File: src/rtl/writeback_stage.sv
// writeback_stage: MEM/WB pipeline register, load extraction/extension and
// register-file write-port driver. Also keeps a retired-instruction counter
// and a sticky flag for misaligned or illegal loads.
module writeback_stage #(
  parameter int Width = 32,
  parameter int CNT_W = 32
) (
  input  logic             clk,
  input  logic             rstn,
  input  logic             stall,
  input  logic             flush,
  input  logic             mem_valid,
  input  logic             mem_regWrite,
  input  logic             mem_memToReg,
  input  logic [4:0]       mem_rd,
  input  logic [2:0]       mem_funct3,
  input  logic [Width-1:0] mem_aluResult,
  input  logic [Width-1:0] mem_readData,
  output logic             regWrite,
  output logic [4:0]       writeAd,
  output logic [Width-1:0] writeData,
  output logic             wb_valid,
  output logic [CNT_W-1:0] instret,
  output logic             load_err
);

  typedef enum logic [1:0] {
    SZ_BYTE,
    SZ_HALF,
    SZ_WORD,
    SZ_NONE
  } load_size_e;

  // MEM/WB register fields
  logic             valid_q;
  logic             reg_write_q;
  logic             mem_to_reg_q;
  logic [4:0]       rd_q;
  logic [2:0]       funct3_q;
  logic [Width-1:0] alu_q;
  logic [Width-1:0] rdata_q;

  logic [CNT_W-1:0] instret_q;
  logic             load_err_q;

  // Load decode / extraction
  load_size_e       size;
  logic             zext;
  logic [1:0]       off;
  logic [7:0]       byte_sel;
  logic [15:0]      half_sel;
  logic [Width-1:0] load_val;
  logic             misaligned;
  logic             illegal;
  logic             bad;
  logic [Width-1:0] sel_val;

  // Pipeline register capture: reset > flush > stall > load
  always_ff @(posedge clk) begin
    if (!rstn) begin
      valid_q      <= 1'b0;
      reg_write_q  <= 1'b0;
      mem_to_reg_q <= 1'b0;
      rd_q         <= '0;
      funct3_q     <= '0;
      alu_q        <= '0;
      rdata_q      <= '0;
    end else if (flush) begin
      valid_q      <= 1'b0;
      reg_write_q  <= 1'b0;
      mem_to_reg_q <= 1'b0;
      rd_q         <= '0;
      funct3_q     <= '0;
      alu_q        <= '0;
      rdata_q      <= '0;
    end else if (!stall) begin
      valid_q      <= mem_valid;
      reg_write_q  <= mem_regWrite;
      mem_to_reg_q <= mem_memToReg;
      rd_q         <= mem_rd;
      funct3_q     <= mem_funct3;
      alu_q        <= mem_aluResult;
      rdata_q      <= mem_readData;
    end
  end

  // Retire counter: a valid entry retires whenever the register is not stalled
  always_ff @(posedge clk) begin
    if (!rstn) begin
      instret_q <= '0;
    end else if (valid_q && !stall) begin
      instret_q <= instret_q + 1'b1;
    end
  end

  // Sticky error: set the edge after a bad load is present in WB
  always_ff @(posedge clk) begin
    if (!rstn) begin
      load_err_q <= 1'b0;
    end else if (valid_q && bad) begin
      load_err_q <= 1'b1;
    end
  end

  // Decode funct3 into access size and extension mode
  always_comb begin
    size = SZ_NONE;
    zext = 1'b0;
    case (funct3_q)
      3'b000: size = SZ_BYTE;
      3'b100: begin size = SZ_BYTE; zext = 1'b1; end
      3'b001: size = SZ_HALF;
      3'b101: begin size = SZ_HALF; zext = 1'b1; end
      3'b010: size = SZ_WORD;
      default: size = SZ_NONE;
    endcase
  end

  // Pick the addressed byte and half from the little-endian word
  always_comb begin
    off = alu_q[1:0];
    byte_sel = rdata_q[7:0];
    case (off)
      2'd0: byte_sel = rdata_q[7:0];
      2'd1: byte_sel = rdata_q[15:8];
      2'd2: byte_sel = rdata_q[23:16];
      2'd3: byte_sel = rdata_q[31:24];
      default: byte_sel = rdata_q[7:0];
    endcase
    half_sel = off[1] ? rdata_q[31:16] : rdata_q[15:0];
  end

  // Extend the extracted field and classify the access
  always_comb begin
    load_val   = rdata_q;
    misaligned = 1'b0;
    illegal    = 1'b0;
    case (size)
      SZ_BYTE: begin
        load_val = zext ? {{(Width-8){1'b0}}, byte_sel}
                        : {{(Width-8){byte_sel[7]}}, byte_sel};
      end
      SZ_HALF: begin
        load_val = zext ? {{(Width-16){1'b0}}, half_sel}
                        : {{(Width-16){half_sel[15]}}, half_sel};
        misaligned = off[0];
      end
      SZ_WORD: begin
        load_val   = rdata_q;
        misaligned = (off != 2'd0);
      end
      default: begin
        load_val = rdata_q;
        illegal  = 1'b1;
      end
    endcase
  end

  // Write-port outputs, driven only from the WB register
  always_comb begin
    bad       = mem_to_reg_q & (misaligned | illegal);
    sel_val   = mem_to_reg_q ? load_val : alu_q;
    wb_valid  = valid_q;
    regWrite  = valid_q & reg_write_q & (rd_q != 5'd0) & ~bad;
    writeAd   = valid_q ? rd_q : '0;
    writeData = valid_q ? sel_val : '0;
    instret   = instret_q;
    load_err  = load_err_q;
  end

endmodule
File: config.mk
export PLATFORM = sky130hd
export DESIGN_NAME = writeback_stage
export DESIGN_NICKNAME = d
export VERILOG_FILES = /design/src/rtl/writeback_stage.sv
export SDC_FILE = /design/constraint.sdc
export NUM_CORES = 1
export LEC_CHECK = 0
export ABC_AREA = 1
export BUFFER_PORTS_ARGS = -buffer_cell sky130_fd_sc_hd__buf_4
export CORE_ASPECT_RATIO = 1.5
export CORE_UTILIZATION = 40
export CTS_CLUSTER_SIZE = 28
export DETAILED_ROUTE_END_ITERATION = 7
export SLEW_MARGIN = 20
export SYNTH_ARGS = -nofsm -noshare
export SYNTH_HDL_FRONTEND = slang
export SYNTH_SLANG_ARGS = --single-unit
export TNS_END_PERCENT = 10
File: constraint.sdc
create_clock -name clk -period 1.54 [get_ports clk]
set_input_delay 0 -clock clk [delete_from_list [all_inputs] [get_ports clk]]
set_output_delay 0 -clock clk [all_outputs]
set_load 0.01 [all_outputs]
==> results.sh, run 1 <==
export IMPL_fp_coreArea_um2=13500
export IMPL_grt_usage=0.287
export IMPL_synth_cell_types=40
export IMPL_postSynthAreaPerCell_um2=6.52
export IMPL_finalNonFillerCells=1264
export IMPL_finalPower_uw=6330
export IMPL_fill_cells=1228
export IMPL_rr_worst_depth=8
export IMPL_r2r_start="instret[0]"
export IMPL_power_density_nw_per_um2=739
export IMPL_grt_max_degree=93
export IMPL_min_to="alu_q[1]"
export IMPL_wl_per_cell_um=16.0
export IMPL_crit_top_cell="nand3_4"
export IMPL_drv_cap=0
export IMPL_worstHoldStart="mem_aluResult[1]"
export IMPL_clockBufferDepth=2
export IMPL_setup_tns_ps=-4760
export IMPL_slew_headroom=0.601
export IMPL_cp_end_kind="output pin"
export IMPL_grt_pass1_vias=6468
export IMPL_fmax_mhz=569
export IMPL_antenna_found_initial=0
export IMPL_skew_ps=6.31
export IMPL_fp_dieW_um=97.9
export IMPL_hold_depth=3
export IMPL_yosysTopAreaCellShare=0.392
export IMPL_cp_slowest_cell="dfxtp_4"
export IMPL_dieHeight_um=146
export IMPL_gp_congestion=0.897
export IMPL_regArea_um2=2180
export IMPL_setup_violations=33
export IMPL_first_pass_iters=7
export IMPL_vias_per_cell=5.11
export IMPL_io_buffers=150
export IMPL_synth_async_reset_ratio=0
export IMPL_ys_warn_count=0
export IMPL_yosysTopAreaCell="dfxtp_1"
export IMPL_cpPeakStageDelay_ps=370
export IMPL_synthTopCellsByArea="dfxtp_1, nand2_1, a21oi_1"
export IMPL_nets=1177
export IMPL_n_antenna_cell=0
export IMPL_crit_fanout=8
export IMPL_synth_area_um2=5520
export IMPL_cts_htree_levels=3
export IMPL_finalCriticalPeriod_ps=1760
export IMPL_path_clk_slew_ps=80
export IMPL_cts_root_buf="clkbuf_16"
export IMPL_whs_ps=26.6
export IMPL_ys_flop_type="dfxtp_1"
export IMPL_syn_num_nets=926
export IMPL_drive_above_1_share=0.291
export IMPL_multiInputGateArea_um2=3240
export IMPL_initial_core_util=0.410
export IMPL_grt_pass1_wl_mm=32.1
export IMPL_drt_iter0_markers=334
export IMPL_numCtsBuffers=9
export IMPL_crit_start="alu_q[1]"
export IMPL_drt_wl_total_mm=20.2
export IMPL_die_area_um2=14300
export IMPL_crit_arrival_ps=1760
export IMPL_hold_viol=0
export IMPL_fin_crit_sh=1.14
export IMPL_r2r_slack_ps=80
export IMPL_dr_total_vias=6464
export IMPL_placedCellCount=1163
export IMPL_rsz0062_at_grt="true"
export IMPL_synth_yosys_seq_area_share=0.392
export IMPL_vdd_drop_max_v=0.000472
export IMPL_drv_slew=0
export IMPL_crit_required_ps=1540
export IMPL_status="finished with violations"
export IMPL_synth_cells=846
export IMPL_tightest_slew_ps=599
export IMPL_drt_antenna_violating_nets=0
export IMPL_insertion_delay_ps=360
export IMPL_crit_type="reg2out"
export IMPL_drc=8
export IMPL_hold_path_class="in2reg"
export IMPL_io_pin_count=151
export IMPL_fin_ws_ps=-219
export IMPL_cts_tree="built"
export IMPL_violations="design-rule violations, negative setup slack"
export IMPL_final_cell_mix="nand2_1, buf_4, nor2_1"
export IMPL_cts_sinks=108
export IMPL_startpoint_type="flip-flop"
export IMPL_area_delta_synth_final_pct=55.2
export IMPL_layout_commonest_cell="nand2_1"
export IMPL_synth_edf_count=0
export IMPL_rows=52
export IMPL_synth_seq_cells=108
export IMPL_crit_chain="buf_6, buf_6, nand3_4, nand3_4, nand3_4, nand3_2, a21oi_2, buf_4"
export IMPL_hpwl_mm=14.0
export IMPL_grt_remaining_overflow=0
export IMPL_p_leak_uw=0.00349
export IMPL_r2r_end="instret[24]"
-- kinds of logic (layout without fill, tap and decap cells) --
family / count (synthesis) / count (layout) / share of synthesized area
buf+inv: 104 / 359 / 0.0771
simple gates: 432 / 433 / 0.326
compound gates: 199 / 199 / 0.200
fa+ha+maj: 1 / 1 / 0.00227
flops: 108 / 108 / 0.392
xor+xnor: 2 / 2 / 0.00318
-- final cells by class --
| class | count | area share |
|---|---|---|
| Sequential cell | 108 | 0.255 |
| Clock inverter | 7 | 0.00935 |
| Tap cell | 162 | 0.0237 |
| Multi-Input combinational cell | 635 | 0.378 |
| Timing Repair Buffer | 285 | 0.281 |
| Timing Repair inverter | 1 | 0.000877 |
| Inverter | 57 | 0.0265 |
| Clock buffer | 9 | 0.0263 |
-- report_power, final --
part           switching (uW)  internal (uW)
Combinational             489            477
Sequential               56.6           2860
Clock                    1160           1290
Total                    1710           4620
-- flip-flops by register name, indices dropped and copies added (netlist names) --
| register | cells |
|---|---|
| alu_q | 32 |
| funct3_q | 3 |
| instret | 32 |
| load_err | 1 |
| mem_to_reg_q | 1 |
| rd_q | 5 |
| rdata_q | 32 |
| reg_write_q | 1 |
| wb_valid | 1 |
-- metal layers --
layer  up-vias  GRT usage  routed length [um]
met3        52     0.0533                1010
met5         -          0                   0
met4         0      0.148                 999
met2       181      0.532               10600
li1       3282          -                   -
met1      2949      0.302                7630
-- worst max-delay path, delay by kind of cell (launching register included) --
kind                   cells  cell delay, ps
AO/OA/AOI/OAI              1             160
flip-flops                 1             370
AND/OR/NAND/NOR            4             470
buffers and inverters      3             400
-- stage by stage --
stage,cell area [um^2],utilization,worst slack [ps]
3_3_place_gp,7080,0.525,-10.6
2_1_floorplan,5520,-,38.8
4_1_cts,8420,0.625,-197
5_1_grt,8560,0.636,-279
6_report,8560,0.636,-219
3_5_place_dp,7080,0.525,-9.05
-- worst max path at each step --
| stage | slack [ps] | depth (start not counted) | end |
|---|---|---|---|
| global route | -280 | 8 | writeData[30] |
| detailed placement | -9 | 8 | writeData[29] |
| floorplan | 40 | 8 | instret[24] |
| finish | -220 | 8 | writeData[30] |
| CTS | -200 | 8 | writeData[29] |
| global placement | -10 | 8 | instret[28] |
-- synthesized netlist by cell type, types with 11 or more instances --
library cell,number
clkbuf_1,28
dfxtp_1,108
o21ai_0,34
a211oi_1,17
nor2_1,110
nand2_1,251
inv_1,49
buf_2,11
o22ai_1,12
a21oi_1,112
nand3_1,38
-- repair_timing --
action                                  4_1_cts  5_1_grt
buffers inserted                              8        2
hold buffers                                 73        0
resized for setup                            62       38
endpoints found under the setup margin       35       45
pin swaps                                    10       10
gates cloned                                  2        0
endpoints found under the hold margin        73        0
(Power assumes the default switching activity.)
==> inputs of run 2 (changes only) <==
--- a/config.mk
+++ b/config.mk
@@ -11,8 +11,8 @@
 export CORE_UTILIZATION = 40
 export CTS_CLUSTER_SIZE = 28
 export DETAILED_ROUTE_END_ITERATION = 7
+export PLACE_DENSITY = 0.66
 export SLEW_MARGIN = 20
 export SYNTH_ARGS = -nofsm -noshare
 export SYNTH_HDL_FRONTEND = slang
 export SYNTH_SLANG_ARGS = --single-unit
-export TNS_END_PERCENT = 10
==> constraint.sdc (replaced) <==
create_clock -name clk -period 1.5 [get_ports clk]
set_input_delay 0 -clock clk [delete_from_list [all_inputs] [get_ports clk]]
set_output_delay 0 -clock clk [all_outputs]
set_load 0.01 [all_outputs]
==> run 2 against run 1 <==
The flow still finishes with violations (design-rule violations, negative setup slack). Clock power fell by 2%. Critical endpoint is now writeData[31]. Highest routed layer unchanged. Sequential share of layout area fell by 0.91 points. Register-to-register slack barely moved. Critical path depth did not move. Hold slack improved by 44 ps. Routed wire length rose by 0.96%. Cell area rose by 3.8%. Critical path type unchanged.
==> results.sh, run 2 (synthesized netlist as in run 1, its figures left out) <==
export IMPL_final_core_util=0.660
export IMPL_hpwl_mm=13.8
export IMPL_drt_wl_total_mm=20.4
export IMPL_gp_congestion=0.881
export IMPL_area_delta_synth_final_pct=61.1
export IMPL_r2r_start="instret[0]"
export IMPL_violations="design-rule violations, negative setup slack"
export IMPL_fmax_mhz=589
export IMPL_insertion_delay_ps=360
export IMPL_drv_cap=0
export IMPL_initial_core_util=0.410
export IMPL_fin_area_um2=8880
export IMPL_drive_above_1_share=0.331
export IMPL_wl_per_cell_um=16.0
export IMPL_fp_coreArea_um2=13500
export IMPL_crit_fanout=8
export IMPL_cp_buffers_inverters=2
export IMPL_hold_viol=0
export IMPL_numCtsBuffers=9
export IMPL_finalCriticalPeriod_ps=1700
export IMPL_skew_ps=5.17
export IMPL_grt_remaining_overflow=0
export IMPL_drc=9
export IMPL_final_cell_mix="nand2_1, buf_4, nor2_1"
export IMPL_r2r_slack_ps=70
export IMPL_path_clk_slew_ps=80
export IMPL_first_pass_iters=7
export IMPL_r2r_end="instret[16]"
export IMPL_rsz0062_at_grt="true"
export IMPL_die_area_um2=14300
export IMPL_rows=52
export IMPL_layout_commonest_cell="nand2_1"
export IMPL_critical_path_top_delay_family="simple AND/OR/NAND/NOR gates"
export IMPL_fp_dieW_um=97.9
export IMPL_crit_type="reg2out"
export IMPL_dpl_instance_area_um2=7150
export IMPL_clockBufferDepth=2
export IMPL_startpoint_type="flip-flop"
export IMPL_fin_crit_sh=1.13
export IMPL_antenna_found_initial=0
export IMPL_slew_headroom=0.590
export IMPL_grt_pass1_vias=6575
export IMPL_cp_slowest_cell="dfxtp_4"
export IMPL_power_density_nw_per_um2=725
export IMPL_rr_worst_depth=8
export IMPL_cts_root_buf="clkbuf_16"
export IMPL_drv_slew=0
export IMPL_hold_path_class="in2reg"
export IMPL_crit_top_cell="nand3_4"
export IMPL_cts_tree="built"
export IMPL_setup_violations=33
export IMPL_dr_total_vias=6622
export IMPL_crit_chain="inv_4, nand2_2, nand3_4, nand3_4, nand3_4, nand3_2, a21oi_2, buf_4"
export IMPL_min_to="alu_q[0]"
export IMPL_crit_arrival_ps=1700
export IMPL_status="finished with violations"
export IMPL_drt_antenna_violating_nets=0
export IMPL_p_leak_uw=0.00360
export IMPL_vias_per_cell=5.18
export IMPL_tightest_slew_ps=615
export IMPL_vdd_drop_max_v=0.000541
export IMPL_io_buffers=150
export IMPL_grt_usage=0.283
export IMPL_crit_required_ps=1500
export IMPL_grt_pass1_wl_mm=31.8
export IMPL_fin_ws_ps=-197
export IMPL_dieHeight_um=146
export IMPL_io_pin_count=151
export IMPL_hold_depth=3
export IMPL_nets=1191
export IMPL_grt_max_degree=93
export IMPL_worstHoldStart="mem_aluResult[0]"
export IMPL_cts_htree_levels=3
export IMPL_cp_end_kind="output pin"
export IMPL_cts_sinks=108
export IMPL_drt_iter0_markers=289
export IMPL_n_antenna_cell=0
export IMPL_cpPeakStageDelay_ps=390
==> run 2: worst min-delay path: stages <==
cell	delay, ps
buf_4	80
nor2_1	60
a211oi_1	230
==> run 2: layout make-up <==
type / instances / area [um^2]
fillers: 1165 / 4580
clock buffers: 10 / 239
inverters: 57 / 224
flip-flops and latches: 108 / 2180
clock inverters: 6 / 53.8
repair buffers: 300 / 2560
multi-input cells: 635 / 3420
well taps: 162 / 203
==> run 2: how the worst max path moves through the flow <==
stage,start,depth (start not counted),slack [ps],endpoint
floorplan,instret[0],8,8,instret[24]
global placement,alu_q[1],7,-50,writeData[12]
detailed placement,alu_q[1],7,-40,writeData[12]
CTS,alu_q[0],8,-200,writeData[16]
global route,funct3_q[1],9,-300,writeData[0]
finish,alu_q[1],8,-200,writeData[31]
==> run 2: routing by layer <==
| layer | global-route usage | vias up | routed length (um) |
|---|---|---|---|
| met1 | 0.287 | 3017 | 7490 |
| li1 | - | 3309 | - |
| met5 | 0 | - | 0 |
| met3 | 0.0567 | 72 | 1010 |
| met2 | 0.514 | 224 | 10600 |
| met4 | 0.198 | 0 | 1310 |
==> run 2: metrics by stage <==
stage	hold WS, ps	instances	TNS (ps)	total power, uW	setup slack, ps
2_1_floorplan	144	846	0	3420	7.60
3_3_place_gp	252	1174	-617	3770	-53.0
3_5_place_dp	259	1174	-407	3770	-43.5
4_1_cts	57.6	1271	-4960	6400	-204
5_1_grt	70.9	1278	-7630	6680	-296
6_report	70.6	1278	-4990	6440	-197
==> run 2: repair_timing <==
item | in CTS | in global routing
pin swaps | 21 | 26
gates cloned | 1 | 1
hold endpoints to repair | 80 | 0
hold buffers | 75 | 0
setup buffers | 6 | 6
endpoints found under the setup margin | 33 | 54
gates resized for setup | 73 | 84
==> run 2: power by group <==
part,switching [uW],internal (uW)
sequential,59.9,2930
clock,1190,1210
combinational,529,518
total,1780,4660
